$ cat src/rtl/uart_row_packet_engine_pkg.sv
// Shared FSM state type and default protocol byte codes for the UART row-packet engine.
package uart2vga_pkg;

    typedef enum logic [2:0] {
        IDLE = 3'd0,
        ROW  = 3'd1,
        DATA = 3'd2,
        STOP = 3'd3,
        SKIP = 3'd4
    } state_t;

    localparam logic [7:0] CODE_STOP      = 8'hDD;
    localparam logic [7:0] CODE_ACK_ROW   = 8'hCC;
    localparam logic [7:0] CODE_ACK_DATA  = 8'hAA;
    localparam logic [7:0] CODE_ACK_OK    = 8'hFF;
    localparam logic [7:0] CODE_NAK_SHORT = 8'h11;
    localparam logic [7:0] CODE_NAK_ERR   = 8'hEE;

endpackage

$ cat src/rtl/uart_row_packet_engine_if.sv
// Bundles the receiver, transmitter and framebuffer-side signals of the row-packet engine.
// The slave modport is the engine; the master modport is whatever drives and observes it.
interface uart_row_packet_engine_if #(
    parameter int ADDR_W  = 17,
    parameter int Y_BYTES = 2
);
    logic [7:0]           rx_data;
    logic                 rx_valid;
    logic                 tx_busy;
    logic                 tx_start;
    logic [7:0]           tx_data;
    logic                 wr_en;
    logic [ADDR_W-1:0]    wr_addr;
    logic [7:0]           wr_data;
    logic                 row_done;
    logic [8*Y_BYTES-1:0] row_y;
    logic                 busy;
    logic                 err_ovf;

    modport slave (
        input  rx_data, rx_valid, tx_busy,
        output tx_start, tx_data, wr_en, wr_addr, wr_data, row_done, row_y, busy, err_ovf
    );

    modport master (
        output rx_data, rx_valid, tx_busy,
        input  tx_start, tx_data, wr_en, wr_addr, wr_data, row_done, row_y, busy, err_ovf
    );
endinterface

$ cat src/rtl/uart_row_packet_engine_ans_fifo.sv
// Answer byte FIFO: one or two writes per cycle, one read per cycle, count output.
// Latency 1 cycle write-to-visible; caller checks space, pops on an empty FIFO are ignored.
module ans_fifo #(
    parameter int DEPTH = 4
) (
    input  logic                   clk,
    input  logic                   rst,
    input  logic                   i_push,
    input  logic                   i_push2,
    input  logic [7:0]             i_dat0,
    input  logic [7:0]             i_dat1,
    input  logic                   i_pop,
    output logic [7:0]             o_head,
    output logic [$clog2(DEPTH):0] o_count
);
    localparam int AW = $clog2(DEPTH);

    logic [7:0]    r_mem [DEPTH];
    logic [AW-1:0] r_wptr;
    logic [AW-1:0] r_rptr;
    logic [AW:0]   r_count;
    logic [AW-1:0] w_wptr1;
    logic [1:0]    w_nwr;
    logic          w_pop;

    assign w_wptr1 = r_wptr + 1'b1;
    assign w_nwr   = !i_push ? 2'd0 : (i_push2 ? 2'd2 : 2'd1);
    assign w_pop   = i_pop && (r_count != '0);

    always_ff @(posedge clk) begin
        if (i_push) begin
            r_mem[r_wptr] <= i_dat0;
        end
        if (i_push && i_push2) begin
            r_mem[w_wptr1] <= i_dat1;
        end
    end

    always_ff @(posedge clk) begin
        if (rst) begin
            r_wptr  <= '0;
            r_rptr  <= '0;
            r_count <= '0;
        end else begin
            r_wptr  <= r_wptr + AW'(w_nwr);
            r_rptr  <= r_rptr + AW'(w_pop);
            r_count <= r_count + (AW+1)'(w_nwr) - (AW+1)'(w_pop);
        end
    end

    assign o_head  = r_mem[r_rptr];
    assign o_count = r_count;
endmodule

$ cat src/rtl/uart_row_packet_engine.sv
// Parses [Y][payload][STOP] packets from the UART, writes rows to the framebuffer, queues answers.
// Answer push 1 cycle after rx_valid, tx_start >=1 cycle later; tx_busy stalls the answer FIFO, overflow drops bytes.
module uart_row_packet_engine
    import uart2vga_pkg::*;
#(
    parameter int         ROW_BYTES   = 240,
    parameter int         Y_BYTES     = 2,
    parameter int         ROW_COUNT   = 480,
    parameter logic [7:0] STOP_BYTE   = CODE_STOP,
    parameter logic [7:0] ACK_ROW     = CODE_ACK_ROW,
    parameter logic [7:0] ACK_DATA    = CODE_ACK_DATA,
    parameter logic [7:0] ACK_OK      = CODE_ACK_OK,
    parameter logic [7:0] NAK_SHORT   = CODE_NAK_SHORT,
    parameter logic [7:0] NAK_ERR     = CODE_NAK_ERR,
    parameter int         TIMEOUT_CYC = 500_000,
    parameter int         ANS_DEPTH   = 4,
    parameter int         ADDR_W      = $clog2(ROW_COUNT * ROW_BYTES)
) (
    input  logic                    clk,
    input  logic                    rst,
    uart_row_packet_engine_if.slave bus
);
    localparam int IDX_W = $clog2(ROW_BYTES + 2);
    localparam int TMO_W = $clog2(TIMEOUT_CYC);
    localparam int YW    = 8 * Y_BYTES;
    localparam int CNT_W = $clog2(ANS_DEPTH) + 1;

    state_t            r_state;
    state_t            w_state_nxt;
    logic [YW-1:0]     r_y;
    logic [YW-1:0]     w_y_nxt;
    logic [2:0]        r_yidx;
    logic [IDX_W-1:0]  r_idx;
    logic [TMO_W-1:0]  r_tmo;
    logic              w_tmo_exp;
    logic              w_y_last;
    logic              w_y_ok;
    logic              w_push;
    logic              w_pair;
    logic [7:0]        w_push_dat;
    logic              w_wr;
    logic              w_done;
    logic [31:0]       w_rcvd;
    logic [31:0]       w_miss;
    logic [7:0]        w_miss_sat;
    logic [ADDR_W-1:0] w_wr_addr;

    logic              r_push_vld;
    logic              r_push_pair;
    logic [7:0]        r_push_dat0;
    logic [7:0]        r_push_dat1;
    logic              r_wr_en;
    logic [ADDR_W-1:0] r_wr_addr;
    logic [7:0]        r_wr_data;
    logic              r_row_done;
    logic              r_err_ovf;
    logic              r_tx_start;
    logic [7:0]        r_tx_data;

    logic [CNT_W-1:0]  w_count;
    logic [CNT_W-1:0]  w_free;
    logic [7:0]        w_head;
    logic              w_full;
    logic              w_pop;
    logic              w_fifo_push;
    logic              w_drop;

    assign w_tmo_exp = (r_state != IDLE) && !bus.rx_valid && (r_tmo == TMO_W'(TIMEOUT_CYC - 1));
    assign w_y_last  = (r_state == IDLE) ? (Y_BYTES == 1) : (r_yidx == 3'(Y_BYTES - 1));
    assign w_y_ok    = {1'b0, w_y_nxt} < (YW+1)'(ROW_COUNT);
    assign w_wr_addr = ADDR_W'(r_y) * ADDR_W'(ROW_BYTES) + ADDR_W'(r_idx);

    // Only payload and terminator count towards the missing-byte report.
    always_comb begin
        w_rcvd = 32'd0;
        if (r_state == DATA) begin
            w_rcvd = 32'(r_idx);
        end else if (r_state == STOP) begin
            w_rcvd = 32'(ROW_BYTES);
        end
        w_miss     = 32'(ROW_BYTES + 1) - w_rcvd;
        w_miss_sat = (w_miss > 32'd255) ? 8'hFF : w_miss[7:0];
    end

    always_ff @(posedge clk) begin
        if (rst) begin
            r_state <= IDLE;
        end else begin
            r_state <= w_state_nxt;
        end
    end

    always_comb begin
        w_state_nxt = r_state;
        w_push      = 1'b0;
        w_pair      = 1'b0;
        w_push_dat  = ACK_ROW;
        w_wr        = 1'b0;
        w_done      = 1'b0;
        w_y_nxt     = r_y;
        if (r_state == IDLE) begin
            w_y_nxt = YW'(bus.rx_data);
        end else begin
            w_y_nxt[8*r_yidx +: 8] = bus.rx_data;
        end

        if (bus.rx_valid) begin
            case (r_state)
                IDLE, ROW: begin
                    w_push = 1'b1;
                    if (!w_y_last) begin
                        w_state_nxt = ROW;
                    end else if (w_y_ok) begin
                        w_state_nxt = DATA;
                    end else begin
                        w_push_dat  = NAK_ERR;
                        w_state_nxt = SKIP;
                    end
                end
                DATA: begin
                    w_push     = 1'b1;
                    w_push_dat = ACK_DATA;
                    w_wr       = 1'b1;
                    if (r_idx == IDX_W'(ROW_BYTES - 1)) begin
                        w_state_nxt = STOP;
                    end
                end
                STOP: begin
                    w_push      = 1'b1;
                    w_state_nxt = IDLE;
                    if (bus.rx_data == STOP_BYTE) begin
                        w_push_dat = ACK_OK;
                        w_done     = 1'b1;
                    end else begin
                        w_push_dat = NAK_ERR;
                    end
                end
                SKIP: begin
                    if (r_idx == IDX_W'(ROW_BYTES)) begin
                        w_state_nxt = IDLE;
                    end
                end
                default: begin
                    w_state_nxt = IDLE;
                end
            endcase
        end else if (w_tmo_exp) begin
            w_state_nxt = IDLE;
            if (r_state != SKIP) begin
                w_pair     = 1'b1;
                w_push_dat = NAK_SHORT;
            end
        end
    end

    always_ff @(posedge clk) begin
        if (rst) begin
            r_y         <= '0;
            r_yidx      <= '0;
            r_idx       <= '0;
            r_tmo       <= '0;
            r_push_vld  <= 1'b0;
            r_push_pair <= 1'b0;
            r_push_dat0 <= '0;
            r_push_dat1 <= '0;
            r_wr_en     <= 1'b0;
            r_wr_addr   <= '0;
            r_wr_data   <= '0;
            r_row_done  <= 1'b0;
        end else begin
            r_push_vld  <= w_push | w_pair;
            r_push_pair <= w_pair;
            r_push_dat0 <= w_push_dat;
            r_push_dat1 <= w_miss_sat;
            r_wr_en     <= w_wr;
            r_row_done  <= w_done;
            if (w_wr) begin
                r_wr_addr <= w_wr_addr;
                r_wr_data <= bus.rx_data;
            end
            if (bus.rx_valid && (r_state == IDLE || r_state == ROW)) begin
                r_y    <= w_y_nxt;
                r_yidx <= (r_state == IDLE) ? 3'd1 : r_yidx + 3'd1;
            end
            if (w_state_nxt != r_state) begin
                r_idx <= '0;
            end else if (bus.rx_valid && (r_state == DATA || r_state == SKIP)) begin
                r_idx <= r_idx + 1'b1;
            end
            if (r_state == IDLE || bus.rx_valid || w_tmo_exp) begin
                r_tmo <= '0;
            end else begin
                r_tmo <= r_tmo + 1'b1;
            end
        end
    end

    // The timeout pair is pushed atomically so the missing count never lands without its header.
    assign w_full      = (w_count == CNT_W'(ANS_DEPTH));
    assign w_free      = CNT_W'(ANS_DEPTH) - w_count;
    assign w_fifo_push = r_push_vld && (r_push_pair ? (w_free >= CNT_W'(2)) : !w_full);
    assign w_drop      = r_push_vld && !w_fifo_push;
    assign w_pop       = (w_count != '0) && !bus.tx_busy && !r_tx_start;

    ans_fifo #(
        .DEPTH (ANS_DEPTH)
    ) u_ans_fifo (
        .clk     (clk),
        .rst     (rst),
        .i_push  (w_fifo_push),
        .i_push2 (r_push_pair),
        .i_dat0  (r_push_dat0),
        .i_dat1  (r_push_dat1),
        .i_pop   (w_pop),
        .o_head  (w_head),
        .o_count (w_count)
    );

    always_ff @(posedge clk) begin
        if (rst) begin
            r_tx_start <= 1'b0;
            r_tx_data  <= '0;
            r_err_ovf  <= 1'b0;
        end else begin
            r_tx_start <= w_pop;
            if (w_pop) begin
                r_tx_data <= w_head;
            end
            if (w_drop) begin
                r_err_ovf <= 1'b1;
            end
        end
    end

    assign bus.tx_start = r_tx_start;
    assign bus.tx_data  = r_tx_data;
    assign bus.wr_en    = r_wr_en;
    assign bus.wr_addr  = r_wr_addr;
    assign bus.wr_data  = r_wr_data;
    assign bus.row_done = r_row_done;
    assign bus.row_y    = r_y;
    assign bus.busy     = (r_state != IDLE);
    assign bus.err_ovf  = r_err_ovf;
endmodule

$ cat src/flat_wrapper.sv
// flat-port wrapper written by rule: the top's interface ports become plain ports
module uart_row_packet_engine_flat import uart2vga_pkg::*;
#(
    parameter int         ROW_BYTES   = 240,
    parameter int         Y_BYTES     = 2,
    parameter int         ROW_COUNT   = 480,
    parameter logic [7:0] STOP_BYTE   = CODE_STOP,
    parameter logic [7:0] ACK_ROW     = CODE_ACK_ROW,
    parameter logic [7:0] ACK_DATA    = CODE_ACK_DATA,
    parameter logic [7:0] ACK_OK      = CODE_ACK_OK,
    parameter logic [7:0] NAK_SHORT   = CODE_NAK_SHORT,
    parameter logic [7:0] NAK_ERR     = CODE_NAK_ERR,
    parameter int         TIMEOUT_CYC = 500_000,
    parameter int         ANS_DEPTH   = 4,
    parameter int         ADDR_W      = $clog2(ROW_COUNT * ROW_BYTES)
)
  (clk, rst, bus_rx_data, bus_rx_valid, bus_tx_busy, bus_tx_start, bus_tx_data, bus_wr_en, bus_wr_addr, bus_wr_data, bus_row_done, bus_row_y, bus_busy, bus_err_ovf);
  uart_row_packet_engine_if #(.ADDR_W(ADDR_W), .Y_BYTES(Y_BYTES)) bus_i ();
  input  logic clk;
  input  logic rst;
  input wire logic [$bits(bus_i.rx_data)-1:0] bus_rx_data;
  input wire logic [$bits(bus_i.rx_valid)-1:0] bus_rx_valid;
  input wire logic [$bits(bus_i.tx_busy)-1:0] bus_tx_busy;
  output wire logic [$bits(bus_i.tx_start)-1:0] bus_tx_start;
  output wire logic [$bits(bus_i.tx_data)-1:0] bus_tx_data;
  output wire logic [$bits(bus_i.wr_en)-1:0] bus_wr_en;
  output wire logic [$bits(bus_i.wr_addr)-1:0] bus_wr_addr;
  output wire logic [$bits(bus_i.wr_data)-1:0] bus_wr_data;
  output wire logic [$bits(bus_i.row_done)-1:0] bus_row_done;
  output wire logic [$bits(bus_i.row_y)-1:0] bus_row_y;
  output wire logic [$bits(bus_i.busy)-1:0] bus_busy;
  output wire logic [$bits(bus_i.err_ovf)-1:0] bus_err_ovf;
  assign bus_i.rx_data = bus_rx_data;
  assign bus_i.rx_valid = bus_rx_valid;
  assign bus_i.tx_busy = bus_tx_busy;
  assign bus_tx_start = bus_i.tx_start;
  assign bus_tx_data = bus_i.tx_data;
  assign bus_wr_en = bus_i.wr_en;
  assign bus_wr_addr = bus_i.wr_addr;
  assign bus_wr_data = bus_i.wr_data;
  assign bus_row_done = bus_i.row_done;
  assign bus_row_y = bus_i.row_y;
  assign bus_busy = bus_i.busy;
  assign bus_err_ovf = bus_i.err_ovf;
  uart_row_packet_engine #(.ROW_BYTES(ROW_BYTES), .Y_BYTES(Y_BYTES), .ROW_COUNT(ROW_COUNT), .STOP_BYTE(STOP_BYTE), .ACK_ROW(ACK_ROW), .ACK_DATA(ACK_DATA), .ACK_OK(ACK_OK), .NAK_SHORT(NAK_SHORT), .NAK_ERR(NAK_ERR), .TIMEOUT_CYC(TIMEOUT_CYC), .ANS_DEPTH(ANS_DEPTH), .ADDR_W(ADDR_W)) u_core (.clk(clk), .rst(rst), .bus(bus_i));
endmodule
$ cat config.mk
export PLATFORM = sky130hd
export DESIGN_NAME = uart_row_packet_engine_flat
export DESIGN_NICKNAME = d
export VERILOG_FILES = /design/src/rtl/uart_row_packet_engine_pkg.sv /design/src/rtl/uart_row_packet_engine_if.sv /design/src/rtl/uart_row_packet_engine_ans_fifo.sv /design/src/rtl/uart_row_packet_engine.sv /design/src/flat_wrapper.sv
export SDC_FILE = /design/constraint.sdc
export NUM_CORES = 1
export LEC_CHECK = 0
export ABC_AREA = 1
export CAP_MARGIN = 20
export CORE_ASPECT_RATIO = 1.5
export CORE_MARGIN = 3
export CORE_UTILIZATION = 58
export DETAILED_ROUTE_END_ITERATION = 16
export GPL_TIMING_DRIVEN = 0
export PLACE_DENSITY = 0.87
export SLEW_MARGIN = 20
export SYNTH_ARGS = -nofsm -noshare
export SYNTH_HDL_FRONTEND = slang
export SYNTH_SLANG_ARGS = --single-unit
export TNS_END_PERCENT = 30
$ cat constraint.sdc
create_clock -name clk -period 3.9 [get_ports clk]
set_clock_uncertainty 0.1 [all_clocks]
set_input_delay 0.78 -clock clk [delete_from_list [all_inputs] [get_ports clk]]
set_output_delay 0.78 -clock clk [all_outputs]
set_load 0.05 [all_outputs]
==> metrics.md <==
| Metric | Value |
|---|---|
| Clock sink total | `139` |
| CTS tree | `yes` |
| DRT antenna net count | `0` |
| Worst-path maximum fanout | `5` |
| Die ar. | `14600 sq um` |
| Synth Flop Type | `dfxtp_1` |
| First-pass GRT wire length | `approximately 30000 um` |
| Sw Ratio | `0.346` |
| Fin crit share | `0.936` |
| Kind of critical path | `reg2reg` |
| Syn Area/Cell | `just over 8 sq um` |
| Post-synthesis sequential area ratio | `0.407` |
| CP endpoint kind | `flop` |
| Worst setup SP type | `flop` |
| Total Routed Length | `around 18000 um` |
| Vias in the first global route | `6650` |
| CP arrival | `around 3900 ps` |
| Largest delay share family, worst path | `adder cells` |
| DP HPWL | `about 13000 um` |
| Postcts setup bufs | `0` |
| Final setup viols | `0` |
| CTS H-tree lvls | `4` |
| Post-synth EDFFs | `32` |
| Antenna cell count | `0` |
| Total track usage | `0.255` |
| Critical path required time | `4120 ps` |
| HP Class | `reg2reg` |
| Slew @ Worst Pin | `1020 ps` |
| Num CTS Buffers | `17` |
| Post-layout min period | `3650 ps` |
| Cells after synthesis | `947` |
| Clock Pin Slew Worst Setup and Hold Paths | `60 ps` |
| Cts hold-fix bufs | `0` |
| Leak | `0.00388 uW` |
| Via density per instance | `5.56` |
| Pwr per Cell Area | `503 nW/um^2` |
| Clock root cell | `clkbuf_16` |
| Asr flop ratio synth | `0` |
| Nets | `1095` |
| CP Cell Sequence | `fa_1 > inv_1 > fa_1 > fa_1 > inv_1 > ha_1 > nand2_1 > nand2_1 > a21oi_1 > nor2_1 > nand2_1 > nor3_2 > nand2_1 > o21ai_0 > nand3_1 > nand2_1 > inv_1` |
| MaxCap Viol Count | `0` |
| YS warnings | `0` |
| Netlist Area Pre-Place | `7630 sq um` |
| Placed Area | `8450 sq um` |
| Metal-1 WL | `about 6500 um` |
| Max Clk Rate | `0.274 GHz` |
| CP max-delay cell | `fa_1` |
| Gate power share | `0.304` |
| Share of layout cells above drive strength 1 | `0.0797` |
| FF+latch count, synth | `139` |
| R2R setup slack | `250 ps` |
| Initial antenna violation count | `0` |
| Pre-antenna DRT Iters | `5` |
| Post-route cell area | `9060 sq um` |
| Drt first-iter violations | `between 400 and 500` |
| Clock latency on the worst-skew pair | `420 ps` |
| Max-slew violation count | `0` |
| Drt wl/cell | `15.1 um` |
| Internal power | `approximately 3000 uW` |
| Post-synth cell types | `51` |
| RSZ-0062 raised after global routing | `no` |
| Number of port buffers | `63` |
| CORE AREA | `12700 sq um` |
| Rows | `50` |
| Initial Util | `0.600` |
| Clock share of power | `0.334` |
| Synthesized Nets | `1013` |
| Die width | `99.6 um` |
| DRC errors left | `0` |
| Top cell by count, worst path | `nand2_1` |
| GPL Wtd Cong | `0.905` |
| Status | `finished clean` |
| Clock Tree Buf Depth | `2` |
| Die H | `approximately 150 um` |
| CP bufs+invs | `3` |
| Setup TNS Final | `0 ps` |
| Area Growth Syn to Fin | `18.8%` |
| Sw power | `1580 uW` |
| Met2 WL post-DR | `9470 um` |
| Top Layer Used | `met4` |
| Grt ovf | `0` |
| Largest net degree at the start of global routing | `17` |
| Ports | `66` |
| Met3 wire length | `1040 um` |
| Max incr delay on CP | `570 ps` |
| Worst vdd ir | `0.326 mV` |
| Total number of vias | `6661` |
| Relative slew slack | `0.316` |
| Final hold vios | `0` |
| Reg power frac | `0.362` |
-- worst reg2reg max path: stages, from the launching register on --
cell and delay, ps:
dfxtp_2 360, fa_1 570, inv_1 60, fa_1 480, fa_1 490, inv_1 40
ha_1 350, nand2_1 80, nand2_1 70, a21oi_1 50, nor2_1 120, nand2_1 110
nor3_2 220, nand2_1 110, o21ai_0 170, nand3_1 80, nand2_1 60, inv_1 40
-- state kept, by name (all words and copies together) (netlist names), 2 cells and up --
register and count:
u_core.r_tmo 19, u_core.r_state 3, u_core.r_yidx 3, u_core.bus.tx_data 8, u_core.r_push_dat0 4, u_core.r_push_dat1 8, u_core.u_ans_fifo.r_mem 32, u_core.u_ans_fifo.o_count 3
u_core.u_ans_fifo.r_rptr 2, u_core.bus.row_y 16, u_core.bus.wr_addr 17, u_core.r_idx 8, u_core.bus.wr_data 8, u_core.u_ans_fifo.r_wptr 2
-- per-layer routing --
metal / track usage / vias to the layer above
met3: 0.0660 / 74
met1: 0.247 / 3062
met4: 0.163 / 0
met2: 0.467 / 255
li1: - / 3270
met5: 0 / -
-- stage by stage --
step / util / power (uW) / cells / worst slack (ps) / hold slack (ps)
after floorplan: - / 2690 / 947 / 62.5 / 318
after global placement: 0.666 / 3000 / 1166 / 189 / 330
after detailed placement: 0.666 / 3040 / 1166 / 99.7 / 339
after CTS: 0.711 / 4560 / 1198 / 55.9 / 351
after global routing: 0.713 / 4800 / 1198 / 28.8 / 398
final: 0.713 / 4550 / 1198 / 249 / 348
-- power groups by stage --
stage	clock network (uW)	logic, uW	registers [uW]
after floorplan	0	845	1840
after global placement	0	1320	1670
after detailed placement	0	1360	1680
after CTS	1530	1370	1650
after global routing	1590	1540	1660
final	1520	1380	1650
-- timing repair --
item	CTS	global route
hold endpoints to repair	0	0
gates resized for setup	0	5
setup endpoints to repair	0	5
-- area by class of cell --
class	instances	area [sq um]
buffer	27	124
clock buffer	23	510
clock inverter	9	62.6
fill	941	3640
inverter	154	578
multi-input combinational	627	3850
sequential	139	3110
tap	156	195
timing repair buffer	63	631
-- cells by family (layout without fill, tap and decap cells) --
family,after synthesis,in the layout,synth area share
muxes,8,8,0.0105
AOI/OAI and AO/OA,169,169,0.126
DFF,139,139,0.407
xor gates and xnor gates,32,32,0.0368
buffers and inverters,181,276,0.0920
adders and majority gates,54,54,0.109
and+or+nand+nor,364,364,0.219
-- final timing paths --
check / to / startpoint / cells after the start
worst min register to register: u_core.r_tmo[0]$_SDFF_PP0_ / u_core.r_tmo[0]$_SDFF_PP0_ / 1
worst max register to register: u_core.bus.wr_addr[14]$_SDFFE_PP0P_ / u_core.bus.row_y[0]$_SDFFE_PP0P_ / 17
worst max-delay path: u_core.bus.wr_addr[14]$_SDFFE_PP0P_ / u_core.bus.row_y[0]$_SDFFE_PP0P_ / 17
worst min-delay path: u_core.r_tmo[0]$_SDFF_PP0_ / u_core.r_tmo[0]$_SDFF_PP0_ / 1
-- placed cells by master, fill, tap and decap left out, types with 3 or more instances in the layout --
cell,netlist,layout
inv_1,143,143
nand2_1,137,137
nor2_1,106,106
dfxtp_1,107,104
o21ai_0,82,82
clkdlybuf4s50_1,0,63
nand3_1,45,45
a21oi_1,38,38
ha_1,33,33
edfxtp_1,32,32
clkbuf_1,19,21
fa_1,21,21
xor2_1,20,20
clkbuf_16,0,19
nor3_1,18,16
nand4_1,16,16
xnor2_1,12,12
nor2_2,10,10
inv_2,9,9
o211ai_1,9,9
o21ai_1,8,8
mux2i_1,8,8
o221ai_1,8,8
nor4_1,5,5
nor3_2,3,5
nor3b_1,5,5
a31oi_1,4,4
a211oi_1,6,4
clkinvlp_4,0,4
buf_2,3,3
or2_2,3,3
o21bai_1,3,3
o21a_1,3,3
clkinv_2,0,3
dfxtp_2,0,3
-- cell usage after synthesis, types with 3 or more instances --
library cell  number  share of area
fa_1              21          0.055
dfxtp_1          107           0.28
o221ai_1           8         0.0092
nand4_1           16          0.013
ha_1              33          0.054
nand3_1           45          0.030
nor4_1             5         0.0041
edfxtp_1          32           0.13
inv_1            143          0.070
o31ai_1            3         0.0030
nor3b_1            5         0.0049
o21a_1             3         0.0030
clkbuf_1          19         0.0094
o21bai_1           3         0.0030
o211ai_1           9         0.0089
xor2_1            20          0.023
or2_2              3         0.0025
a21oi_1           38          0.025
o21ai_1            8         0.0053
inv_2              9         0.0044
nor2_1           106          0.052
a31oi_1            4         0.0033
nor3_2             3         0.0039
a211oi_1           6         0.0059
o21ai_0           82          0.054
buf_2              3         0.0020
mux2i_1            8          0.011
xnor2_1           12          0.014
nand2_1          137          0.067
nor2_2            10         0.0082
nor3_1            18          0.012
(Power assumes the default switching activity.)
